File: config.mk
export PLATFORM = sky130hd
export DESIGN_NAME = powertrain_shift_ctrl_flat
export DESIGN_NICKNAME = d
export VERILOG_FILES = /design/src/rtl/powertrain_pkg.sv /design/src/rtl/powertrain_shift_ctrl_if.sv /design/src/rtl/rpm_slew_limiter.sv /design/src/rtl/powertrain_shift_ctrl.sv /design/src/flat_wrapper.sv
export SDC_FILE = /design/constraint.sdc
export NUM_CORES = 1
export LEC_CHECK = 0
export CORE_MARGIN = 2
export CORE_UTILIZATION = 57
export DETAILED_ROUTE_END_ITERATION = 6
export PLACE_DENSITY = 0.8
export SLEW_MARGIN = 20
export SYNTH_ARGS = -nofsm -noshare
export SYNTH_HDL_FRONTEND = slang
export SYNTH_SLANG_ARGS = --single-unit
File: constraint.sdc
create_clock -name clk -period 9.8 [get_ports clk]
set_clock_uncertainty 0.1 [all_clocks]
set_input_delay 2.45 -clock clk [delete_from_list [all_inputs] [get_ports clk]]
set_output_delay 2.45 -clock clk [all_outputs]
set_load 0.1 [all_outputs]
File: src/rtl/powertrain_pkg.sv
// rtl/powertrain_pkg.sv - selector codes, shift FSM states and gear threshold helpers
package powertrain_pkg;

  localparam logic [3:0] SEL_P = 4'd3;
  localparam logic [3:0] SEL_R = 4'd6;
  localparam logic [3:0] SEL_N = 4'd9;
  localparam logic [3:0] SEL_D = 4'd12;

  localparam logic [1:0] ST_IDLE     = 2'd0;
  localparam logic [1:0] ST_HOLD     = 2'd1;
  localparam logic [1:0] ST_SHIFT_UP = 2'd2;
  localparam logic [1:0] ST_SHIFT_DN = 2'd3;

  // Per-gear RPM per km/h; ratio_1 is a parameter so every arm folds to a constant.
  function automatic int ratio_for_gear(input int ratio_1, input int g);
    case (g)
      1:       return ratio_1;
      2:       return ratio_1 / 2;
      3:       return ratio_1 / 3;
      4:       return ratio_1 / 4;
      5:       return ratio_1 / 5;
      6:       return ratio_1 / 6;
      7:       return ratio_1 / 7;
      8:       return ratio_1 / 8;
      default: return ratio_1;
    endcase
  endfunction

  function automatic int up_thresh(input int g, input int step);
    return g * step;
  endfunction

  function automatic int dn_thresh(input int g, input int step, input int hyst);
    return (g - 1) * step - hyst;
  endfunction

  function automatic int kick_thresh(input int g, input int step);
    return (g - 1) * step + step / 2;
  endfunction

endpackage

File: src/rtl/powertrain_shift_ctrl_if.sv
// rtl/powertrain_shift_ctrl_if.sv - driver inputs and gear/rpm outputs of the shift controller
interface powertrain_shift_ctrl_if #(
  parameter int SPEED_W = 8,
  parameter int GEAR_W  = 3,
  parameter int RPM_W   = 14
);
  logic               engine_on;
  logic               tick_speed;
  logic [SPEED_W-1:0] speed;
  logic [3:0]         sel_mode;
  logic               low_gear_mode;
  logic [GEAR_W-1:0]  max_gear_limit;
  logic [7:0]         accel;
  logic [GEAR_W-1:0]  gear_num;
  logic               shifting;
  logic               torque_cut;
  logic               shift_up_pulse;
  logic               shift_dn_pulse;
  logic [RPM_W-1:0]   rpm;
  logic               over_rev;

  modport master (
    output engine_on, tick_speed, speed, sel_mode, low_gear_mode, max_gear_limit, accel,
    input  gear_num, shifting, torque_cut, shift_up_pulse, shift_dn_pulse, rpm, over_rev
  );

  modport slave (
    input  engine_on, tick_speed, speed, sel_mode, low_gear_mode, max_gear_limit, accel,
    output gear_num, shifting, torque_cut, shift_up_pulse, shift_dn_pulse, rpm, over_rev
  );
endinterface

File: src/rtl/rpm_slew_limiter.sv
// rtl/rpm_slew_limiter.sv - moves rpm toward target by at most SLEW per tick
module rpm_slew_limiter #(
  parameter int W    = 14,
  parameter int SLEW = 200
) (
  input  logic         clk,
  input  logic         rst,
  input  logic         tick,
  input  logic         clear,
  input  logic [W-1:0] target,
  output logic [W-1:0] rpm
);

  logic [W-1:0] diff_up;
  logic [W-1:0] diff_dn;

  assign diff_up = target - rpm;
  assign diff_dn = rpm - target;

  always_ff @(posedge clk or negedge rst) begin
    if (!rst) begin
      rpm <= '0;
    end else if (clear) begin
      rpm <= '0;
    end else if (tick) begin
      if (target > rpm) begin
        rpm <= (diff_up > W'(SLEW)) ? rpm + W'(SLEW) : target;
      end else if (target < rpm) begin
        rpm <= (diff_dn > W'(SLEW)) ? rpm - W'(SLEW) : target;
      end
    end
  end

endmodule

File: src/rtl/powertrain_shift_ctrl.sv
// rtl/powertrain_shift_ctrl.sv - N-speed automatic shift FSM with slew-limited engine rpm
module powertrain_shift_ctrl
  import powertrain_pkg::*;
#(
  parameter int NUM_GEARS     = 6,
  parameter int SPEED_W       = 8,
  parameter int RPM_W         = 14,
  parameter int GEAR_W        = 3,
  parameter int SHIFT_STEP    = 30,
  parameter int HYST          = 5,
  parameter int SHIFT_TICKS   = 4,
  parameter int KICK_THR      = 200,
  parameter int IDLE_RPM      = 800,
  parameter int RATIO_1       = 60,
  parameter int NEUTRAL_LIMIT = 4000,
  parameter int REDLINE       = 8000,
  parameter int RPM_SLEW      = 200
) (
  input  logic                   clk,
  input  logic                   rst,
  powertrain_shift_ctrl_if.slave bus
);

  localparam int TW    = RPM_W + 4;
  localparam int CNT_W = (SHIFT_TICKS > 1) ? $clog2(SHIFT_TICKS) : 1;

  logic [1:0]        state;
  logic [CNT_W-1:0]  cnt;
  logic [GEAR_W-1:0] gear_num;
  logic              up_pulse, dn_pulse, over_rev;
  logic              drive_ok, in_dr;
  logic              dn_req, up_req;
  int                g_i, spd_i, lim_i;
  logic [TW-1:0]     ratio_v, raw_dr, raw_pn;
  logic [RPM_W-1:0]  target, rpm_q;

  assign drive_ok = bus.engine_on && (bus.sel_mode == SEL_D);
  assign in_dr    = (bus.sel_mode == SEL_D) || (bus.sel_mode == SEL_R);
  assign g_i      = int'(gear_num);
  assign spd_i    = int'(bus.speed);

  always_comb begin
    lim_i = NUM_GEARS;
    if (bus.low_gear_mode && bus.sel_mode == SEL_D) begin
      if (bus.max_gear_limit == '0)                    lim_i = 1;
      else if (int'(bus.max_gear_limit) > NUM_GEARS)   lim_i = NUM_GEARS;
      else                                             lim_i = int'(bus.max_gear_limit);
    end
  end

  // HOLD decision, highest priority first: gear cap, kickdown, coast-down, upshift.
  always_comb begin
    dn_req = 1'b0;
    up_req = 1'b0;
    if (g_i > lim_i)
      dn_req = 1'b1;
    else if (int'(bus.accel) >= KICK_THR && g_i > 1 && spd_i < kick_thresh(g_i, SHIFT_STEP))
      dn_req = 1'b1;
    else if (spd_i < dn_thresh(g_i, SHIFT_STEP, HYST))
      dn_req = 1'b1;
    else if (g_i < lim_i && spd_i >= up_thresh(g_i, SHIFT_STEP))
      up_req = 1'b1;
  end

  // Target uses the engaged gear, so it stays on the old ratio until the shift completes.
  assign ratio_v = TW'(ratio_for_gear(RATIO_1, g_i));
  assign raw_dr  = TW'(IDLE_RPM) + TW'(bus.speed) * ratio_v + (TW'(bus.accel) << 1);
  assign raw_pn  = TW'(IDLE_RPM) + TW'(bus.accel) * TW'(20);

  always_comb begin
    target = '0;
    if (bus.engine_on) begin
      if (in_dr)
        target = (raw_dr >= TW'(REDLINE)) ? RPM_W'(REDLINE) : raw_dr[RPM_W-1:0];
      else
        target = (raw_pn >= TW'(NEUTRAL_LIMIT)) ? RPM_W'(NEUTRAL_LIMIT) : raw_pn[RPM_W-1:0];
    end
  end

  always_ff @(posedge clk or negedge rst) begin
    if (!rst) begin
      state    <= ST_IDLE;
      cnt      <= '0;
      gear_num <= GEAR_W'(1);
      up_pulse <= 1'b0;
      dn_pulse <= 1'b0;
      over_rev <= 1'b0;
    end else begin
      up_pulse <= 1'b0;
      dn_pulse <= 1'b0;
      if (bus.tick_speed)
        over_rev <= bus.engine_on && in_dr && (raw_dr >= TW'(REDLINE));
      if (!drive_ok) begin
        state    <= ST_IDLE;
        cnt      <= '0;
        gear_num <= GEAR_W'(1);
      end else if (bus.tick_speed) begin
        case (state)
          ST_IDLE: state <= ST_HOLD;
          ST_HOLD: begin
            if (dn_req) begin
              state <= ST_SHIFT_DN;
              cnt   <= CNT_W'(SHIFT_TICKS - 1);
            end else if (up_req) begin
              state <= ST_SHIFT_UP;
              cnt   <= CNT_W'(SHIFT_TICKS - 1);
            end
          end
          ST_SHIFT_UP: begin
            if (cnt == '0) begin
              gear_num <= gear_num + GEAR_W'(1);
              up_pulse <= 1'b1;
              state    <= ST_HOLD;
            end else begin
              cnt <= cnt - CNT_W'(1);
            end
          end
          ST_SHIFT_DN: begin
            if (cnt == '0) begin
              gear_num <= gear_num - GEAR_W'(1);
              dn_pulse <= 1'b1;
              state    <= ST_HOLD;
            end else begin
              cnt <= cnt - CNT_W'(1);
            end
          end
          default: state <= ST_IDLE;
        endcase
      end
    end
  end

  rpm_slew_limiter #(
    .W    (RPM_W),
    .SLEW (RPM_SLEW)
  ) u_slew (
    .clk    (clk),
    .rst    (rst),
    .tick   (bus.tick_speed),
    .clear  (!bus.engine_on),
    .target (target),
    .rpm    (rpm_q)
  );

  assign bus.gear_num       = gear_num;
  assign bus.shifting       = (state == ST_SHIFT_UP) || (state == ST_SHIFT_DN);
  assign bus.torque_cut     = bus.shifting;
  assign bus.shift_up_pulse = up_pulse;
  assign bus.shift_dn_pulse = dn_pulse;
  assign bus.rpm            = rpm_q;
  assign bus.over_rev       = over_rev;

endmodule
File: src/flat_wrapper.sv
// flat-port wrapper written by rule: the top's interface ports become plain ports
module powertrain_shift_ctrl_flat import powertrain_pkg::*;
#(
  parameter int NUM_GEARS     = 6,
  parameter int SPEED_W       = 8,
  parameter int RPM_W         = 14,
  parameter int GEAR_W        = 3,
  parameter int SHIFT_STEP    = 30,
  parameter int HYST          = 5,
  parameter int SHIFT_TICKS   = 4,
  parameter int KICK_THR      = 200,
  parameter int IDLE_RPM      = 800,
  parameter int RATIO_1       = 60,
  parameter int NEUTRAL_LIMIT = 4000,
  parameter int REDLINE       = 8000,
  parameter int RPM_SLEW      = 200
)
  (clk, rst, bus_engine_on, bus_tick_speed, bus_speed, bus_sel_mode, bus_low_gear_mode, bus_max_gear_limit, bus_accel, bus_gear_num, bus_shifting, bus_torque_cut, bus_shift_up_pulse, bus_shift_dn_pulse, bus_rpm, bus_over_rev);
  powertrain_shift_ctrl_if #(.SPEED_W(SPEED_W), .GEAR_W(GEAR_W), .RPM_W(RPM_W)) bus_i ();
  input  logic clk;
  input  logic rst;
  input wire logic [$bits(bus_i.engine_on)-1:0] bus_engine_on;
  input wire logic [$bits(bus_i.tick_speed)-1:0] bus_tick_speed;
  input wire logic [$bits(bus_i.speed)-1:0] bus_speed;
  input wire logic [$bits(bus_i.sel_mode)-1:0] bus_sel_mode;
  input wire logic [$bits(bus_i.low_gear_mode)-1:0] bus_low_gear_mode;
  input wire logic [$bits(bus_i.max_gear_limit)-1:0] bus_max_gear_limit;
  input wire logic [$bits(bus_i.accel)-1:0] bus_accel;
  output wire logic [$bits(bus_i.gear_num)-1:0] bus_gear_num;
  output wire logic [$bits(bus_i.shifting)-1:0] bus_shifting;
  output wire logic [$bits(bus_i.torque_cut)-1:0] bus_torque_cut;
  output wire logic [$bits(bus_i.shift_up_pulse)-1:0] bus_shift_up_pulse;
  output wire logic [$bits(bus_i.shift_dn_pulse)-1:0] bus_shift_dn_pulse;
  output wire logic [$bits(bus_i.rpm)-1:0] bus_rpm;
  output wire logic [$bits(bus_i.over_rev)-1:0] bus_over_rev;
  assign bus_i.engine_on = bus_engine_on;
  assign bus_i.tick_speed = bus_tick_speed;
  assign bus_i.speed = bus_speed;
  assign bus_i.sel_mode = bus_sel_mode;
  assign bus_i.low_gear_mode = bus_low_gear_mode;
  assign bus_i.max_gear_limit = bus_max_gear_limit;
  assign bus_i.accel = bus_accel;
  assign bus_gear_num = bus_i.gear_num;
  assign bus_shifting = bus_i.shifting;
  assign bus_torque_cut = bus_i.torque_cut;
  assign bus_shift_up_pulse = bus_i.shift_up_pulse;
  assign bus_shift_dn_pulse = bus_i.shift_dn_pulse;
  assign bus_rpm = bus_i.rpm;
  assign bus_over_rev = bus_i.over_rev;
  powertrain_shift_ctrl #(.NUM_GEARS(NUM_GEARS), .SPEED_W(SPEED_W), .RPM_W(RPM_W), .GEAR_W(GEAR_W), .SHIFT_STEP(SHIFT_STEP), .HYST(HYST), .SHIFT_TICKS(SHIFT_TICKS), .KICK_THR(KICK_THR), .IDLE_RPM(IDLE_RPM), .RATIO_1(RATIO_1), .NEUTRAL_LIMIT(NEUTRAL_LIMIT), .REDLINE(REDLINE), .RPM_SLEW(RPM_SLEW)) u_core (.clk(clk), .rst(rst), .bus(bus_i));
endmodule
==> results <==
- After clock tree synthesis, the flow added hold-fix buffers numbering 0.
- The proportion of power drawn by the clock network is 4.5%.
- At the worst endpoint, the required time is 9.90 ns.
- Leaving out filler cells and counting taps, the final layout contains between 1000 and 1500.
- The vias after detailed routing is a little over 8000.
- After synthesis, the netlist uses 93 different library cells.
- Routability-driven placement finished with a final weighted congestion of 0.9560.
- The critical path ends at u_core.u_slew.rpm[3]$_DFFE_PN0P_.
- The fraction of met3 tracks used by global routing is 2.281%.
- The number of synthesized register bits is 24.
- After detailed routing, the total wire length is 24.15 mm.
- The via count of the first global-routing pass came to 7812.
- Buffers placed on the I/O ports in this run total 49.
- In this run the critical register-to-register path is launched from u_core.bus.gear_num[0]$_DFFE_PN1P_.
- The final layout net count is 1345.
- Row generation in the floorplan step produced 42 rows.
- Relative to the synthesized area, the layout overhead comes to 32.67%.
- After clock tree synthesis, the clock-pin slew on the worst setup and hold paths is approximately 0.06 ns.
- The portion of netlist area occupied by mux cells is less than 1%.
- The via density per instance is 6.119.
- During I/O placement, the number of pins put on the boundary was 50.
- The synthesized-area fraction occupied by ao, oa, aoi and oai cells is 23.42%.
- After Yosys synthesis, and, or, nand and nor cells account for 21.62% of the synthesized area.
- Setup violations remaining at the end of the flow were counted as 14.
- The worst hold-check path type is reg -> reg.
- The number of maximum-capacitance violations is 0.
- The library cell appearing most often on the critical path is sky130_fd_sc_hd__fa_1.
- The post-synthesis cell count is approximately 970.
- The overall die width is 119.7 um.
- In this run the power density over the cells is roughly 260 mW/mm^2.
- The critical path starts at bus_speed[2].
- After detailed routing, the average wire length per cell comes to 18.33 um.
- The total clock buffers created by CTS is 3.
- The Yosys step of the flow raised 0 warnings.
- The flow ran to the end, but the final reports show violations.
- Setup repair after global routing could not meet its margin everywhere.
- By area the synthesized netlist is led by sky130_fd_sc_hd__ha_1 (22%), sky130_fd_sc_hd__fa_1 (11%), sky130_fd_sc_hd__dfrtp_1 (7.5%), sky130_fd_sc_hd__inv_1 (5.5%), sky130_fd_sc_hd__nand2_1 (4.4%).
- The slowest library cell on the worst path is sky130_fd_sc_hd__or4_4.
- The total standard cell area after synthesis is 0.007629 sq mm.
- Clock tree synthesis found a total of 24 sinks.
- After synthesis, the largest family of logic cells by area is adder cells.
- In this design, the stage delay of the slowest critical-path cell is 0.55 ns.
- For the pin with the worst max-slew slack, the measured transition is between 1 and 1.5 ns.
- Of the total synthesized cell area, the portion taken by XOR and XNOR cells is 5.265%.
- The number of hold violations in the final report is 0.
- The repair_antennas step left the layout with diodes totalling 0.
- In the global route stage, overall resource usage came out at 31.86%.
- The final reports fail on setup timing.
- Once detail routing completed, the nets flagged for antenna violations numbered 0.
- The global-route track usage on met2 is about 56%.
- CTS built an H-tree with a depth of 1.
- The first global-routing pass estimated 37.76 mm of wire.
- The largest total area in the synthesized netlist belongs to sky130_fd_sc_hd__ha_1.
- The worst slew margin relative to its limit is between 30% and 40%.
- The cell at the root of the clock tree is sky130_fd_sc_hd__clkbuf_16.
- The initial antenna violation count is 0.
- The clock tree from TritonCTS is done.
- Summed over all nets, the switching power comes to approximately 1.4 mW.
- In this run the critical register-to-register path is captured at u_core.u_slew.rpm[3]$_DFFE_PN0P_.
- IR analysis of the VDD net gives a maximum drop of between 0.0001 and 0.00015 V.
- The share of total power dissipated in sequential elements is 6.5%.
- The area share of the largest cell type after synthesis is 21.81%.
- The synthesized netlist devotes 32.97% of its cell area to adder and majority cells.
- The combinational share of power is between 80 and 90%.
- Global routing used between 40% and 50% of the available met1 tracks.
- After detailed placement, the design holds a cell count of 1295.
- Entering global routing, the biggest net connects 25 pins.
- The worst setup path is launched from an input port.
- Setup total negative slack on the finished layout was measured at -3.186 ns.
- The number of synthesized flops with an enable pin is 0.
- The global routing stage identified its most utilized layer as met2.
- Among all flip-flop cells after synthesis, the most frequent one is sky130_fd_sc_hd__dfrtp_1.
- The core area is 0.01314 sq mm.
- The final number of max-transition violations is 0.
- The top achievable clock speed is 98.60 MHz.
- Final hold analysis gives a worst-case slack of 0.4114 ns.
- Cells with a size suffix above 1 make up 27.08% of the layout.
- The internal power of the cells totals 1.296 mW.
- STA puts the critical path data arrival time at roughly 10 ns.
- The final clock period utilization by the worst path is 103.5%.
- The largest driver fanout on the critical path is 8.
- The critical path in this run is classified as in -> reg.
- The initial core utilization is 58.07%.
- The mean instance size in the synthesized netlist is 7.889 sq um.
- Before antenna repair, the detailed router went through 5 iterations.
- The worst setup path is captured at a flop.
- The clock latency on the worst-skew pair is ~0.27 ns.
- The first routing iteration left 600 violations.
- Detailed placement finished with a half-perimeter wire length of 17.81 mm.
- The sequential area share after synthesis is 7.889%.
- The placement-stage worst setup slack is -1.088 ns.
- Measured in cells, the most critical reg-to-reg path has a length of 39.
- The final worst slack is -0.3423 ns.
- The register-to-register path setup slack is 0.53 ns.
- The die extent in y is ~120 um.
- The total leakage power is between 4 and 5 nW.
- The die covers between 0.01 and 0.015 sq mm.
- The maximum buffer depth of the clock tree is 2.
- The minimum period implied by the final worst setup slack is 10.14 ns.
- In this run switching power makes up approximately half of total power.
- In the synthesized netlist the async set-or-reset flop fraction comes to 100.0%.
- The global-route congestion overflow total is 0.
- The count of unresolved DRC violations after routing is 0.
- The number of nets in the synthesized netlist is 1170.
==> power by group through the flow <==
stage	clock network, mW	logic [mW]	registers [mW]
2_1_floorplan	0	1.09	0.290
3_5_place_dp	0	1.92	0.173
6_report	0.120	2.37	0.174
3_3_place_gp	0	1.88	0.174
4_1_cts	0.120	2.10	0.172
5_1_grt	0.123	2.53	0.178
==> stage by stage <==
step                total power, mW  area, sq um  util [%]
detailed placement            2.092         9298     70.77
floorplan                     1.381         7712         -
global placement              2.053         9298     70.77
global route                  2.835        10120     77.04
CTS                           2.392         9762     74.30
finish                        2.668        10120     77.04
==> cell usage in the layout (no fill, tap or decap), types with 14 or more instances in the layout <==
cell / n
sky130_fd_sc_hd__a21o_1: 23
sky130_fd_sc_hd__a21oi_1: 38
sky130_fd_sc_hd__and2_1: 14
sky130_fd_sc_hd__buf_4: 150
sky130_fd_sc_hd__clkdlybuf4s50_1: 37
sky130_fd_sc_hd__dfrtp_1: 23
sky130_fd_sc_hd__fa_1: 34
sky130_fd_sc_hd__ha_1: 118
sky130_fd_sc_hd__inv_1: 102
sky130_fd_sc_hd__nand2_1: 85
sky130_fd_sc_hd__nand2b_1: 20
sky130_fd_sc_hd__nand3_1: 29
sky130_fd_sc_hd__nor2_1: 48
sky130_fd_sc_hd__nor2b_1: 15
sky130_fd_sc_hd__nor3_1: 18
sky130_fd_sc_hd__o21ai_0: 37
sky130_fd_sc_hd__o21ai_1: 14
sky130_fd_sc_hd__xnor2_1: 27
==> timing repair <==
action / CTS / global route
setup endpoints to repair: 14 / 14
pin swaps: 48 / 39
gates cloned: 0 / 1
buffers inserted: 12 / 6
gates resized for setup: 107 / 70
==> area by class of cell <==
cell class | instances | area, sq um
multi-input cells | 793 | 7042
well taps | 176 | 220.2
clock buffers | 3 | 75.07
fillers | 869 | 3017
repair buffers | 207 | 1725
inverters | 113 | 426.7
flip-flops and latches | 24 | 601.8
clock inverters | 1 | 30.03
==> Yosys cell counts, drive strengths merged (11+ instances only) <==
master / count
a211oi: 13
a21o: 23
a21oi: 46
and2: 19
and3: 11
clkbuf: 28
dfrtp: 23
fa: 42
ha: 133
inv: 112
nand2: 89
nand2b: 22
nand3: 33
nor2: 58
nor2b: 16
nor3: 21
o21ai: 60
xnor2: 32
xor2: 13
==> worst max-delay path, delay by kind of cell <==
| kind | cells | cell delay [ns] |
|---|---|---|
| xor gates and xnor gates | 2 | 0.24 |
| and+or+nand+nor | 8 | 1.78 |
| adders and majority gates | 7 | 3.00 |
| buffers and inverters | 7 | 0.69 |
| muxes | 2 | 0.30 |
| AOI/OAI and AO/OA | 10 | 1.76 |
==> worst min path at each step <==
stage,from,end,slack [ns],depth (start not counted)
after global routing,u_core.cnt[1]$_DFFE_PN0P_,u_core.cnt[1]$_DFFE_PN0P_,0.42,1
after detailed placement,u_core.bus.over_rev$_DFFE_PN0P_,u_core.bus.over_rev$_DFFE_PN0P_,0.40,2
after CTS,u_core.cnt[1]$_DFFE_PN0P_,u_core.cnt[1]$_DFFE_PN0P_,0.41,1
after global placement,u_core.bus.over_rev$_DFFE_PN0P_,u_core.bus.over_rev$_DFFE_PN0P_,0.38,2
final,u_core.cnt[1]$_DFFE_PN0P_,u_core.cnt[1]$_DFFE_PN0P_,0.41,1
after floorplan,u_core.cnt[1]$_DFFE_PN0P_,u_core.cnt[1]$_DFFE_PN0P_,0.38,1
==> state kept, by name (all words and copies together) (netlist names) <==
signal	count
u_core.bus.shift_dn_pulse	1
u_core.u_slew.rpm	14
u_core.bus.over_rev	1
u_core.cnt	2
u_core.state	2
u_core.bus.shift_up_pulse	1
u_core.bus.gear_num	3
==> per-layer routing <==
| layer | wire length (um) | up-vias |
|---|---|---|
| li1 | - | 3787 |
| met1 | 9874 | 3853 |
| met2 | 12010 | 333 |
| met3 | 1257 | 86 |
| met4 | 999 | 0 |
| met5 | 0 | - |
==> cell families (layout without fill, tap and decap cells) <==
group,count (synthesis),after routing
buffers and inverters,150,324
XOR/XNOR,45,45
flip-flops,24,24
AO/OA/AOI/OAI,246,246
other,1,1
AND/OR/NAND/NOR,318,318
adder cells (fa/ha/maj),176,176
multiplexers,7,7
Note: power is estimated with default switching activity, not from simulation.
